**config.mk**
```make
export PLATFORM = sky130hd
export DESIGN_NAME = zii_autoconfig
export DESIGN_NICKNAME = d
export VERILOG_FILES = /design/src/rtl/zii_autoconfig.sv
export SDC_FILE = /design/constraint.sdc
export NUM_CORES = 1
export LEC_CHECK = 0
export ABC_CLOCK_PERIOD_IN_PS = 2000
export CAP_MARGIN = 20
export CORE_MARGIN = 2
export CORE_UTILIZATION = 43
export CTS_BUF_LIST = sky130_fd_sc_hd__clkbuf_2
export CTS_CLUSTER_DIAMETER = 200
export DETAILED_ROUTE_END_ITERATION = 8
export GPL_TIMING_DRIVEN = 0
export PLACE_DENSITY = 0.82
export SLEW_MARGIN = 10
export SYNTH_ARGS = -nofsm -noshare
export SYNTH_HDL_FRONTEND = slang
export SYNTH_SLANG_ARGS = --single-unit
```
**constraint.sdc**
```tcl
create_clock -name CLKCPU -period 2 [get_ports CLKCPU]
set_input_delay 0.3 -clock CLKCPU [delete_from_list [all_inputs] [get_ports CLKCPU]]
set_output_delay 0.3 -clock CLKCPU [all_outputs]
set_load 0.01 [all_outputs]
```
**src/rtl/zii_autoconfig.sv**
```systemverilog
// Zorro II AutoConfig responder: serves the nibble config ROM at $E8xxxx, latches BASE, then goes silent.
// Latency: 2 sync + max(WAIT_CYCLES,1) clocks to DSACK; releases 1 clock after synchronized AS rises.
module zii_autoconfig #(
    parameter logic [7:0]  PRODUCT      = 8'h01,
    parameter logic [15:0] MANUFACTURER = 16'h0A0D,
    parameter logic [31:0] SERIAL       = 32'h00000001,
    parameter logic [2:0]  SIZE_CODE    = 3'b000,
    parameter int unsigned WAIT_CYCLES  = 2
) (
    input  logic        CLKCPU,
    input  logic        RESET,
    input  logic        AS,
    input  logic        DS,
    input  logic        RW,
    input  logic [2:0]  FC,
    input  logic [23:0] A,
    input  logic [3:0]  DIN,
    output logic [3:0]  DOUT,
    output logic        DOE,
    output logic [1:0]  DSACK,
    output logic        CONFIGURED,
    output logic        SHUTUP,
    output logic [7:0]  BASE,
    output logic        RAM_MATCH
);

    typedef enum logic [1:0] {ST_IDLE, ST_WAIT, ST_ACK, ST_HOLD} state_t;

    localparam logic [2:0] WAIT_LOAD = 3'(WAIT_CYCLES);

    state_t      state_q, state_d;
    logic [2:0]  cnt_q, cnt_d;
    logic        as_meta_q, as_meta_d, as_s_q, as_s_d;
    logic        ds_meta_q, ds_meta_d, ds_s_q, ds_s_d;
    logic [3:0]  dout_q, dout_d;
    logic        doe_q, doe_d;
    logic [1:0]  dsack_q, dsack_d;
    logic        cfg_q, cfg_d, shut_q, shut_d;
    logic [7:0]  base_q, base_d;
    logic        hit, go_ack, do_ack;
    logic [3:0]  rom_nib;
    logic        unused_addr;

    assign unused_addr = ^{A[15:7], A[0]};

    assign hit    = ~as_s_q & (A[23:16] == 8'hE8) & (FC != 3'b111) & ~cfg_q & ~shut_q;
    // Writes must not ack until the data strobe says DIN is valid.
    assign go_ack = ~as_s_q & (RW | ~ds_s_q);

    always_comb begin
        rom_nib = 4'hF;
        case (A[6:1])
            6'd0:  rom_nib = 4'hC;
            6'd1:  rom_nib = {1'b0, SIZE_CODE};
            6'd2:  rom_nib = ~PRODUCT[7:4];
            6'd3:  rom_nib = ~PRODUCT[3:0];
            6'd8:  rom_nib = ~MANUFACTURER[15:12];
            6'd9:  rom_nib = ~MANUFACTURER[11:8];
            6'd10: rom_nib = ~MANUFACTURER[7:4];
            6'd11: rom_nib = ~MANUFACTURER[3:0];
            6'd12: rom_nib = ~SERIAL[31:28];
            6'd13: rom_nib = ~SERIAL[27:24];
            6'd14: rom_nib = ~SERIAL[23:20];
            6'd15: rom_nib = ~SERIAL[19:16];
            6'd16: rom_nib = ~SERIAL[15:12];
            6'd17: rom_nib = ~SERIAL[11:8];
            6'd18: rom_nib = ~SERIAL[7:4];
            6'd19: rom_nib = ~SERIAL[3:0];
            default: rom_nib = 4'hF;
        endcase
    end

    always_comb begin
        as_meta_d = AS;
        as_s_d    = as_meta_q;
        ds_meta_d = DS;
        ds_s_d    = ds_meta_q;
        state_d   = state_q;
        cnt_d     = cnt_q;
        dout_d    = dout_q;
        doe_d     = doe_q;
        dsack_d   = dsack_q;
        cfg_d     = cfg_q;
        shut_d    = shut_q;
        base_d    = base_q;
        do_ack    = 1'b0;

        case (state_q)
            ST_IDLE: begin
                dsack_d = 2'b11;
                doe_d   = 1'b0;
                if (hit) begin
                    if (WAIT_LOAD <= 3'd1 && go_ack) begin
                        do_ack = 1'b1;
                    end else begin
                        state_d = ST_WAIT;
                        cnt_d   = WAIT_LOAD;
                    end
                end
            end
            ST_WAIT: begin
                if (as_s_q) begin
                    state_d = ST_IDLE;
                end else begin
                    if (cnt_q > 3'd1) cnt_d = cnt_q - 3'd1;
                    if (cnt_q <= 3'd2 && go_ack) do_ack = 1'b1;
                end
            end
            ST_ACK, ST_HOLD: begin
                if (as_s_q) begin
                    state_d = ST_IDLE;
                    dsack_d = 2'b11;
                    doe_d   = 1'b0;
                end else begin
                    state_d = ST_HOLD;
                end
            end
            default: state_d = ST_IDLE;
        endcase

        if (do_ack) begin
            state_d = ST_ACK;
            dsack_d = 2'b10;
            cnt_d   = 3'd0;
            if (RW) begin
                dout_d = rom_nib;
                doe_d  = 1'b1;
            end else begin
                case (A[6:1])
                    6'd36: begin base_d[7:4] = DIN; cfg_d = 1'b1; end
                    6'd37: base_d[3:0] = DIN;
                    6'd38: shut_d = 1'b1;
                    default: ;
                endcase
            end
        end
    end

    always_ff @(posedge CLKCPU) begin
        if (!RESET) begin
            as_meta_q <= 1'b1;
            as_s_q    <= 1'b1;
            ds_meta_q <= 1'b1;
            ds_s_q    <= 1'b1;
            state_q   <= ST_IDLE;
            cnt_q     <= 3'd0;
            dout_q    <= 4'h0;
            doe_q     <= 1'b0;
            dsack_q   <= 2'b11;
            cfg_q     <= 1'b0;
            shut_q    <= 1'b0;
            base_q    <= 8'h00;
        end else begin
            as_meta_q <= as_meta_d;
            as_s_q    <= as_s_d;
            ds_meta_q <= ds_meta_d;
            ds_s_q    <= ds_s_d;
            state_q   <= state_d;
            cnt_q     <= cnt_d;
            dout_q    <= dout_d;
            doe_q     <= doe_d;
            dsack_q   <= dsack_d;
            cfg_q     <= cfg_d;
            shut_q    <= shut_d;
            base_q    <= base_d;
        end
    end

    assign DOUT       = dout_q;
    assign DOE        = doe_q;
    assign DSACK      = dsack_q;
    assign CONFIGURED = cfg_q;
    assign SHUTUP     = shut_q;
    assign BASE       = base_q;
    assign RAM_MATCH  = cfg_q & (A[23:21] == base_q[7:5]);

endmodule
```
## Yosys cells after proc, flatten, opt, wreduce, memory -nomap -nowiden

Memory sizes are Yosys's and may differ from the RTL's.
Index checks and enable logic that the tools add are counted.
W data, S select, Z words.

- Flip-flop bits (word level): 26
- Bits in latches: 0
- Bits in writable memories: 0
- Memory bits (read-only): 128
- Output and inout bits: 18
- Logic and storage cells: 85
- Memories: 1

Memory list:

| memory | words | width | read ports | clocked after Yosys merged registers in | write ports | line | source |
|---|---|---|---|---|---|---|---|
| (no name shown) | 32 | 4 | 1 | 0 | 0 | 52 | `case (A[6:1])` |

- $add $sub $neg: 1
- Multiply operators: 0
- Divide/modulo/power cells: 0
- Order comparisons: 2
- Eq/ne operators: 17
- Shifts and indexed selects: 0
- Muxes and demuxes: 20
- Bitwise gates (word level): 13
- Reduce and logical (&&, ||, !) cells: 16

Operator list:

| cell | number |
|---|---|
| $eq A6 B6 Y1 const B | 3 |
| $ne A3 B3 Y1 const B | 4 |
| $mux W2 | 5 |
| $ne A2 B2 Y1 const B | 5 |
| $reduce_and A2 Y1 | 5 |
| $mux W3 | 3 |
| $reduce_and A3 Y1 | 3 |
| $eq A8 B8 Y1 const B | 1 |
| $mux W1 | 7 |
| $and A1 B1 Y1 | 6 |
| $not A1 Y1 | 6 |
| $pmux W2 S3 | 1 |
| $pmux W3 S2 | 1 |
| $eq A2 B2 Y1 const B | 2 |
| $mux W4 | 1 |
| $pmux W2 S2 | 1 |
| $reduce_and A4 Y1 | 1 |
| $reduce_bool A2 Y1 | 2 |
| $reduce_or A2 Y1 | 2 |
| $eq A3 B3 Y1 | 1 |
| $gt A3 B1 Y1 const B | 1 |
| $le A3 B2 Y1 const B | 1 |
| $reduce_bool A3 Y1 | 1 |
| $sub A3 B1 Y3 const B | 1 |
| 5 further kinds | 5 |

## Logic depth before layout (Yosys ltp)

- Depth in word-level cells: 9
- Depth in mapped cells: 7

## Least setup slack after synthesis

No wires, ideal clock.

- Path kind: reg2reg
- Start point: register state_q[0]
- End point: register base_q[4] (netlist: BASE[4])
- Data arrival time: 1.623 ns
- Required time: 1.868 ns
- Setup slack: 0.244 ns
- Stages on the path, launching flop included: 6
- Clock period less this slack: 1.756 ns
- Path through: dfxtp_1 -> or3b_4 -> or4_4 -> buf_6 -> o21ai_1 -> a21oi_1

- Word-level cells in the longest chain between the ends: 3

RTL lines:

| item | line | source |
|---|---|---|
| start: declaration | 31 | `state_t state_q, state_d;` |
| start signal: assignment | 158 | `state_q <= state_d;` |
| $eq A2 B1 Y1 | 88 | `case (state_q)` |
| $mux W1 | 88 |  |
| $reduce_and A3 Y1 (no source line) | -- |  |
| end signal: assignment | 165 | `base_q <= base_d;` |
| end: declaration | 39 | `logic [7:0] base_q, base_d;` |

Every way passes these cells.
A chain may end at the register's enable or synchronous reset.

## Worst setup path in the final report

- Start point: register state_q[0]
- End point: register base_q[1] (netlist: BASE[1])

Same word-level chain as after synthesis.

==> reports/results.tsv <==
metric	value	unit
worst path bufs/invs	1	
clock root buffer master	clkbuf_2	
syn_nets	178	
area grow syn2layout	39.27	%
via count of the first global-routing pass	1176	
Pwr Density	470.7	mW/mm^2
largest net degree at the start of global routing	16	
RSZ-0062 raised after global routing	no	
worst path cell trace	or3b_4 -> or4_4 -> buf_6 -> o21ai_1 -> a21oi_1	
drt total wl	3051	um
dominant synthesized flop cell	dfxtp_1	
IO buf count	42	
die area	0.003304	mm^2
Antenna Nets Post-Route	0	
leak pwr	0.5809	nW
Worst path top cell family by delay	simple AND/OR/NAND/NOR gates	
die extent in y	57.48	um
Yosys top cell area share	40.69	%
Critical Path Source Type	register	
DR vias	1244	
initial antenna violation count	0	
Syn Area/Cell	8.848	um^2
# setup viols final	0	
Worst-Skew Late Latency	350	ps
data required time of the worst path	2270	ps
GPL Wtd Cong	0.7950	
Die W	57.48	um
Post-synth EDFFs	0	
outcome	complete, no violations	
critical path endpoint category	register	
Yosys cell types	45	
WL/cell	14.13	um
first-pass GRT wire length	4988	um
fin crit period	1906	ps
GRT overflow	0	
setup ws final	94.44	ps
Clock Tree Buf Depth	2	
num ports	54	
fin nets	225	
DRC errors left	0	
fmax	524.8	MHz
Slowest-stage cell, CP	or4_4	
synthesis warning total	0	
Clock transition at path regs	260	ps
CTS sink count	25	
ANT cells	0	
post-synthesis sequential area ratio	40.69	%
Synth area leader	dfxtp_1	
setup tns final	0	ps
worst-path maximum fanout	10	
most common cell in the synthesized netlist	dfxtp_1	
CP peak stage delay	530	ps
Area contributors post-synth	dfxtp_1 (41%), a21oi_1 (6.1%), nand3_1 (4.1%), o21ai_1 (3.7%), ha_1 (3.1%)	
Post-CTS Setup Repair Bufs	0	
Critical Path AT	2170	ps
GRT Total Usage	19.10	%
Core Box Area	0.002734	mm^2
Tot Pwr	806.3	uW
hpwl dp	2363	um
Synth Instances	139	
final worst path period share	95.28	%
Worst VDD drop	392.1	uV
Synth top cells by count	dfxtp_1 (25), a21oi_1 (15), nand3_1 (10), nor2_1 (10), o21ai_1 (9)	
DR vias/cell	5.759	
Max-cap violations	0	
Initial Util	44.99	%
Post-synth ARST share	0	%
DRT Pass-1 Iters	4	
FF+latch count, synth	25	
Max Slew Vio Count	0	
H-Tree Depth	1	
pre-CTS setup slack	-213.3	ps
Rows	19	
Final Hold Fails	0	
Num CTS Buffers	3	
Slew headroom	48.12	%
Initial DRC Count	39	
share of layout cells above drive strength 1	8.649	%
slew of the pin with the lowest slew margin	771.1	ps
Min-Delay Path Class	register to register	
CTS tree	built	
critical path class	register to register	
Post-Syn Area	0.001230	mm^2
Worst Skew	21.11	ps
## metrics by stage
stage	instances	util, %	instance area, um^2	hold slack, ps
after floorplan	139	-	1230	386.3
after global placement	212	61.78	1689	389.3
after detailed placement	212	61.78	1689	402.2
after CTS	216	62.56	1710	450.8
after global routing	216	62.65	1713	461.2
final	216	62.65	1713	444.7
## logic make-up after synthesis
family                     share of synthesized area (%)
xor gates and xnor gates                           2.137
AOI/OAI and AO/OA                                  20.14
other                                             0.3049
buffers and inverters                              4.373
and+or+nand+nor                                    29.30
DFF                                                40.69
adders and majority gates                          3.052
## cells in the final DEF (no fill, tap or decap), types with 3 or more instances in the layout
cell,n
clkdlybuf4s50_1,41
dfxtp_1,25
a21oi_1,15
nand3_1,10
nor2_1,10
o21ai_1,9
nor3_1,5
inv_1,4
nand3b_1,4
nand2b_1,4
nand2_1,3
clkbuf_1,3
nor4_1,3
o21ai_0,3
ha_1,3
clkbuf_2,3
## registers in the layout, indices dropped and copies added, names as in the netlist
name	cells
state_q	2
as_s_q	1
ds_meta_q	1
ds_s_q	1
CONFIGURED	1
cnt_q	3
DOE	1
DOUT	4
DSACK	1
as_meta_q	1
BASE	8
SHUTUP	1
## report_power, final
part / internal (mW) / switching (mW) / total [mW] / leakage [nW]
Combinational: 0.0578 / 0.0390 / 0.0967 / 0.366
Clock: 0.0464 / 0.158 / 0.204 / 0.0126
Sequential: 0.504 / 0.00204 / 0.506 / 0.202
Total: 0.608 / 0.199 / 0.806 / 0.581
## worst reg2reg max path, stage by stage (launching register included)
cell and delay (ps):
dfxtp_1 460, or3b_4 440, or4_4 530, buf_6 160, o21ai_1 150, a21oi_1 80
## timing repair
| item | in CTS | in global routing |
|---|---|---|
| pin swaps | 0 | 0 |
| resized for setup | 1 | 1 |
| endpoints found under the setup margin | 1 | 1 |
| hold buffers | 0 | 0 |
## final timing paths
path,startpoint,to,slack (ps),depth (start not counted)
worst min-delay path,as_meta_q,as_s_q,440,1
worst max-delay path,state_q[0],BASE[1],90,5
worst min register to register,as_meta_q,as_s_q,440,1
worst max register to register,state_q[0],BASE[1],90,5
## metal layers
layer	wire (um)	track usage (%)	up-vias
met4	32	6.645	0
met2	1425	31.82	59
met1	1340	23.94	570
li1	-	-	611
met5	0	0	-
met3	253	4.762	4
## final cells by class
class / count / area (um^2)
buffer: 6 / 35.03
clock buffer: 3 / 15.01
clock inverter: 1 / 7.507
fill: 239 / 1021
inverter: 5 / 18.77
multi-input combinational: 103 / 678.2
sequential: 25 / 500.5
tap: 31 / 38.79
timing repair buffer: 42 / 419.2
Power figures use the tool's default switching activity.
